## src/rtl/reg_wb_ctrl.sv

```systemverilog
// Register-file writeback controller: merges ALU and load results into a small FIFO
// that drains one entry per cycle into the register-file write port.
module reg_wb_ctrl #(
  parameter int DEPTH = 4
) (
  input  logic                     clk,
  input  logic                     rst,
  input  logic                     alu_valid,
  output logic                     alu_ready,
  input  logic [4:0]               alu_rd,
  input  logic [31:0]              alu_wd,
  input  logic                     ld_valid,
  output logic                     ld_ready,
  input  logic [4:0]               ld_rd,
  input  logic [31:0]              ld_wd,
  output logic                     we,
  output logic [4:0]               wr,
  output logic [31:0]              wd,
  output logic [31:0]              pend_mask,
  output logic [$clog2(DEPTH):0]   count
);

  localparam int PW = $clog2(DEPTH);
  localparam int CW = PW + 1;

  logic [4:0]    r_rd [DEPTH];
  logic [31:0]   r_wd [DEPTH];
  logic [PW-1:0] r_wptr;
  logic [PW-1:0] r_rptr;
  logic [CW-1:0] r_count;

  logic          w_push_a;
  logic          w_push_l;
  logic          w_pop;
  logic [PW-1:0] w_ptr_l;
  logic [PW-1:0] w_off;
  logic [31:0]   w_pend;

  // Readiness looks only at registered occupancy; the pop in the same cycle is not credited.
  assign alu_ready = ~rst & (r_count < CW'(DEPTH));
  assign ld_ready  = ~rst & ((r_count < CW'(DEPTH - 1)) |
                             ((r_count == CW'(DEPTH - 1)) & ~alu_valid));

  // Writes to x0 complete the handshake but are never stored.
  assign w_push_a = alu_valid & alu_ready & (alu_rd != 5'd0);
  assign w_push_l = ld_valid & ld_ready & (ld_rd != 5'd0);
  assign w_pop    = (r_count != '0);

  // The load entry lands behind the ALU entry when both push together.
  assign w_ptr_l  = r_wptr + PW'(w_push_a);

  assign we        = w_pop;
  assign wr        = w_pop ? r_rd[r_rptr] : 5'd0;
  assign wd        = w_pop ? r_wd[r_rptr] : 32'd0;
  assign count     = r_count;
  assign pend_mask = w_pend;

  always_comb begin
    w_pend = '0;
    w_off  = '0;
    for (int i = 0; i < DEPTH; i++) begin
      w_off = PW'(i) - r_rptr;
      if ({1'b0, w_off} < r_count) w_pend[r_rd[i]] = 1'b1;
    end
    w_pend[0] = 1'b0;
  end

  always_ff @(posedge clk or posedge rst) begin
    if (rst) begin
      r_wptr  <= '0;
      r_rptr  <= '0;
      r_count <= '0;
      for (int i = 0; i < DEPTH; i++) begin
        r_rd[i] <= '0;
        r_wd[i] <= '0;
      end
    end else begin
      if (w_push_a) begin
        r_rd[r_wptr] <= alu_rd;
        r_wd[r_wptr] <= alu_wd;
      end
      if (w_push_l) begin
        r_rd[w_ptr_l] <= ld_rd;
        r_wd[w_ptr_l] <= ld_wd;
      end
      r_wptr  <= r_wptr + PW'(w_push_a) + PW'(w_push_l);
      r_rptr  <= r_rptr + PW'(w_pop);
      r_count <= r_count + CW'(w_push_a) + CW'(w_push_l) - CW'(w_pop);
    end
  end

endmodule

```

## config.mk

```make
export PLATFORM = sky130hd
export DESIGN_NAME = reg_wb_ctrl
export DESIGN_NICKNAME = d
export VERILOG_FILES = /design/src/rtl/reg_wb_ctrl.sv
export SDC_FILE = /design/constraint.sdc
export NUM_CORES = 1
export LEC_CHECK = 0
export ABC_AREA = 1
export ABC_CLOCK_PERIOD_IN_PS = 4800
export BUFFER_PORTS_ARGS = -buffer_cell sky130_fd_sc_hd__buf_2
export CAP_MARGIN = 25
export CORE_ASPECT_RATIO = 0.8
export CORE_MARGIN = 5
export CORE_UTILIZATION = 30
export DETAILED_ROUTE_END_ITERATION = 7
export GPL_TIMING_DRIVEN = 0
export PLACE_DENSITY = 0.58
export SLEW_MARGIN = 20
export SYNTH_ARGS = -nofsm -noshare
export SYNTH_HDL_FRONTEND = slang
export SYNTH_SLANG_ARGS = --single-unit
```

## constraint.sdc

```tcl
create_clock -name clk -period 4.8 [get_ports clk]
set_input_delay 0.48 -clock clk [delete_from_list [all_inputs] [get_ports clk]]
set_output_delay 0.48 -clock clk [all_outputs]
set_load 0.05 [all_outputs]
```

# Word level (Yosys, flattened, before mapping)
# Cells that the tools add are included.
# totals
register_bits,155
output_inout_bits,75
elab_cells,102
# classes
n_addsub,10
magnitude_cmp,19
eq_ne,1
n_mux,36
bitwise_logic,16
reduce_logical,9
# ops
operator,n
32-bit two-way mux,9
128-bit bitwise mux,2
128-bit two-way mux,2
32-bit demux with 2-bit select,2
32-bit OR,3
32-bit binary-select mux with 2-bit select,1
20-bit bitwise mux,2
20-bit two-way mux,2
5-bit two-way mux,5
"5-bit by 6-bit < comparator with 1-bit output, second input constant",4
1-bit demux with 5-bit select,4
5-bit demux with 2-bit select,2
"5-bit by 1-bit greater-or-equal comparator with 1-bit output, second input constant",4
2-bit by 3-bit < comparator with 1-bit output,4
5-bit binary-select mux with 2-bit select,1
5-bit nonzero test,2
"3-bit greater-or-equal comparator, second input constant",3
2-bit inverter with 3-bit output,3
1-bit AND,7
2-bit by 1-bit adder with 2-bit output,3
3-bit by 1-bit adder with 3-bit output,2
1-bit logical AND,6
"3-bit by 1-bit < comparator with 1-bit output, second input constant",2
1-bit two-way mux,4
9 further kinds,12

# Logic depth before layout (Yosys ltp)
# depth
word_depth,12
ltp_mapped,15

# Worst setup path before layout
# No wires, ideal clock.
# synth_timing
path_kind,register -> register
startpoint,"register r_count[2], in the netlist count[2]"
endpoint,"register r_count[2], in the netlist count[2]"
setup_time_ns,0.122
arrival_ns,2.823
setup_slack_ns,1.855
path_stages_with_launch,13
synth_period_minus_slack_ns,2.945
path_cell_list,dfrtp_1 > nor2_4 > inv_2 > nor2_4 > nand2_2 > clkbuf_1 > ha_1 > xnor2_1 > ha_1 > inv_1 > o31ai_1 > fa_1 > xor2_1
# synth_lines
item,line_no,text
"start, declared",30,logic [CW-1:0] r_count;
"start signal, assigned",88,r_count <= r_count + CW'(w_push_a) + CW'(w_push_l) - CW'(w_pop);
3-bit < comparator,40,assign alu_ready = ~rst & (r_count < CW'(DEPTH));
1-bit AND,40,
named net alu_ready,9,"output logic alu_ready,"
1-bit AND (2 in a row),45,assign w_push_a = alu_valid & alu_ready & (alu_rd != 5'd0);
3-bit by 1-bit adder with 3-bit output (2 in a row),88,
3-bit by 1-bit subtractor with 3-bit output,88,
# The timed path passes the listed nets, and every way through them passes these cells.

# Worst setup path in the final report
# layout_timing
startpoint,register r_rptr[1]
endpoint,output port pend_mask[18]
# layout_via
elab_chain_cells,9
# layout_lines
item,line_no,text
"start, declared",29,logic [PW-1:0] r_rptr;
"start signal, assigned",87,r_rptr <= r_rptr + PW'(w_pop);
1-bit by 2-bit subtractor with 2-bit output,62,w_off = PW'(i) - r_rptr;
2-bit by 3-bit < comparator with 1-bit output,63,"if ({1'b0, w_off} < r_count) w_pend[r_rd[i]] = 1'b1;"
32-bit two-way mux,63,
32-bit OR (no line),n/a,
32-bit two-way mux,63,
32-bit OR (no line),n/a,
32-bit two-way mux,63,
32-bit OR (no line),n/a,
32-bit two-way mux *,63,
"end, declared",19,"output logic [31:0] pend_mask,"
# Every way passes the cells marked *; elsewhere a longest branch is shown, timed or not.

==> metrics.md <==
| Metric | Value |
|---|---|
| Outcome | `finished, final reports clean` |
| Buffers on Ports | `151` |
| Max layer used | `met4` |
| Vias in the first global route | `15686` |
| CORE AREA | `43100 um^2` |
| Synth Register Bits | `155` |
| GPL Wtd Cong | `1.04` |
| Remaining global-route overflow | `0` |
| FMAX | `0.222 GHz` |
| Starting Density | `30.3%` |
| Post-CTS resize count | `0` |
| P_leak | `8.16 nW` |
| Yosys top cell area share | `29.7%` |
| Seq/Total Area, Yosys | `29.7%` |
| Setup bufs post-CTS | `0` |
| Routed Antenna Nets | `0` |
| Max-cap violations | `0` |
| Synth Warn # | `0` |
| Net count reported at finish | `2510` |
| Worst min-delay path class | `primary input to asynchronous set/reset pin` |
| Synth top cells by count | `761 x nand2_1, 548 x nor2_1, 425 x nand3_1` |
| Fin cells | `2996` |
| Kind of critical path | `register to output pin` |
| Final WL | `76800 um` |
| RSZ-0062 raised after global routing | `no` |
| Relative slew slack | `26.9%` |
| Synthesized area | `13000 um^2` |
| VDD IR-drop max | `0.625 mV` |
| CTS H-tree lvls | `4` |
| Cells after Synth | `2250` |
| Comb power frac | `67.8%` |
| DP HPWL | `54400 um` |
| CTS buffer count | `17` |
| Sw frac | `61.9%` |
| # clock sinks | `155` |
| Worst-Skew Late Latency | `0.48 ns` |
| Part of the cycle the worst path needs | `93.7%` |
| R2R setup slack | `1.16 ns` |
| Tmin final | `4.50 ns` |
| GRT Resource Usage Total | `31.1%` |
| Final setup violating endpoints | `0` |
| Synthesized area per cell | `5.80 um^2` |
| FF-to-FF Start | `count[2]` |
| Sequential Power Share | `20.0%` |
| Largest net degree at the start of global routing | `91` |
| Drt pass-1 iters | `6` |
| Top_reg_cell synth | `dfrtp_1` |
| P&R area growth vs syn | `16.4%` |
| First-pass GRT wire length | `109000 um` |
| End of the critical path | `pend_mask[18]` |
| Wire length per cell | `25.6 um` |
| Post-synth EDFFs | `0` |
| Metal3 WL | `10500 um` |
| Full die area | `47800 um^2` |
| Die X-Extent | `243 um` |
| Met1 Wirelength | `31100 um` |
| Post-CTS Hold Buffers | `0` |
| Crit. End Element | `output pin` |
| Fraction of registers with async set or reset after synthesis | `100%` |
| Crit Reg-Reg Endpoint | `r_wd[41]` |
| Io pins | `153` |
| Clock Path Buffers | `2` |
| Startpoint Class | `register` |
| Post-synth top area cell | `dfrtp_1` |
| Synth top area cells | `dfrtp_1 30%, nand2_1 22%, nand3_1 16%` |
| Worst-path clk slew | `0.06 ns` |
| Metal2 WL | `31200 um` |
| Slew @ Worst Pin | `1.10 ns` |
| Final-report hold violation count | `0` |
| # rows | `68` |
| Internal Pwr Total | `4.94 mW` |
| DR iter-0 viols | `2923` |
| CTS tree | `built` |
| Most common cell in the synthesized netlist | `nand2_1` |
| Placed cells | `2962` |
| Psw | `8.04 mW` |
| Final Power | `13.0 mW` |
| Drt via density | `5.69` |
| Share of layout cells above drive strength 1 | `12.9%` |
| Crit-path max FO | `10` |
| Die Span Y | `197 um` |
| Max-slew violation count | `0` |
| Worst EP required | `4.32 ns` |
| Pwr dens | `855 nW/um^2` |
| Drt drc | `0` |
| CTS Root Cell | `clkbuf_16` |
| Critical Path Start | `r_rptr[1]` |
| CP arrival | `4.02 ns` |
| Clock power share | `12.2%` |
| Netlist cell types | `33` |
| DR vias | `17042` |
| Final Skew | `0.0167 ns` |
| Syn Nets | `2339` |
| Register-to-Register Path Depth | `13` |
| Initial antenna violation count | `0` |
-- layer usage --
metal,up-vias,GRT usage (%)
li1,7551,-
met1,7948,42.4
met2,1296,44.9
met3,247,9.94
met4,0,14.2
met5,-,0
-- placed cells by master (no fill, tap or decap), types with 2 or more instances in the layout --
cell	synthesis	routed
inv_1	66	65
buf_2	93	244
a21oi_1	27	27
diode_2	0	2
and2_0	2	2
buf_6	12	12
nor3_1	25	25
clkbuf_1	37	37
nor2_8	2	2
ha_1	10	10
xnor2_1	2	2
nand4_1	4	4
o22ai_1	10	10
xor2_1	2	2
clkinvlp_4	0	2
inv_2	4	4
nor3_4	4	4
clkbuf_16	0	17
clkbuf_8	0	2
bufinv_16	0	4
buf_4	5	5
dfrtp_1	155	155
nand3_1	425	425
a41oi_1	32	32
nor2_1	548	548
buf_1	9	9
nand2_4	4	4
inv_6	0	4
nand2_1	761	761
nor2_4	2	2
-- critical path: stages, from the launching register on --
cell and delay (ns):
dfrtp_1 0.39, clkbuf_1 0.18, inv_1 0.14, clkbuf_1 0.48
buf_2 0.47, ha_1 0.21, nor2_1 0.04, nand2_1 0.07
nand2_1 0.26, nor2_1 0.77, a21oi_1 0.14, nand2_1 0.13
buf_2 0.27
-- final cells by class --
| type | instances | area [um^2] |
|---|---|---|
| Sequential cell | 155 | 3880 |
| Clock inverter | 12 | 184 |
| Fill cell | 4788 | 27900 |
| Inverter | 70 | 270 |
| Clock buffer | 20 | 457 |
| Buffer | 156 | 812 |
| Timing Repair Buffer | 152 | 783 |
| Multi-Input combinational cell | 1869 | 8100 |
| Tap cell | 560 | 701 |
| Antenna cell | 2 | 5.00 |
-- kinds of logic after synthesis --
logic type | synth area share (%)
other cells | 0.0287
compound gates | 3.82
flops | 29.7
buf+inv | 8.23
simple gates | 56.8
fa+ha+maj | 1.11
xor+xnor | 0.269
-- power groups by stage --
stage	logic [mW]	clock network [mW]	registers, mW
floorplan	5.72	0	2.39
global placement	8.39	0	2.56
detailed placement	8.49	0	2.58
CTS	8.51	1.59	2.56
global route	9.34	1.64	2.65
finish	8.80	1.59	2.59
-- flip-flops by register name, summed over array words and instances (netlist names) --
name,cells
r_wptr,2
r_wd,128
r_rptr,2
r_rd,20
count,3
-- stage by stage --
stage	hold slack [ns]	utilization [%]	setup slack (ns)	area [um^2]	setup TNS (ns)
after floorplan	0.557	-	0.142	13000	0
after global placement	0.587	33.7	-2.65	14500	-406.90
after detailed placement	0.595	33.8	0.956	14500	0
after CTS	0.111	35.3	0.447	15200	0
after global routing	0.113	35.3	0.134	15200	0
final	0.0624	35.3	0.302	15200	0
-- worst min-delay path by stage --
stage / cells after the start / endpoint / from / slack [ns]
4_1_cts: 2 / count[2] / rst / 0.11
3_3_place_gp: 4 / r_wd[50] / r_wd[50] / 0.59
5_1_grt: 2 / count[2] / rst / 0.11
6_report: 2 / count[2] / rst / 0.06
3_5_place_dp: 2 / count[2] / rst / 0.59
2_1_floorplan: 1 / r_rptr[0] / r_rptr[0] / 0.56
Note: power is estimated with default switching activity, not from simulation.
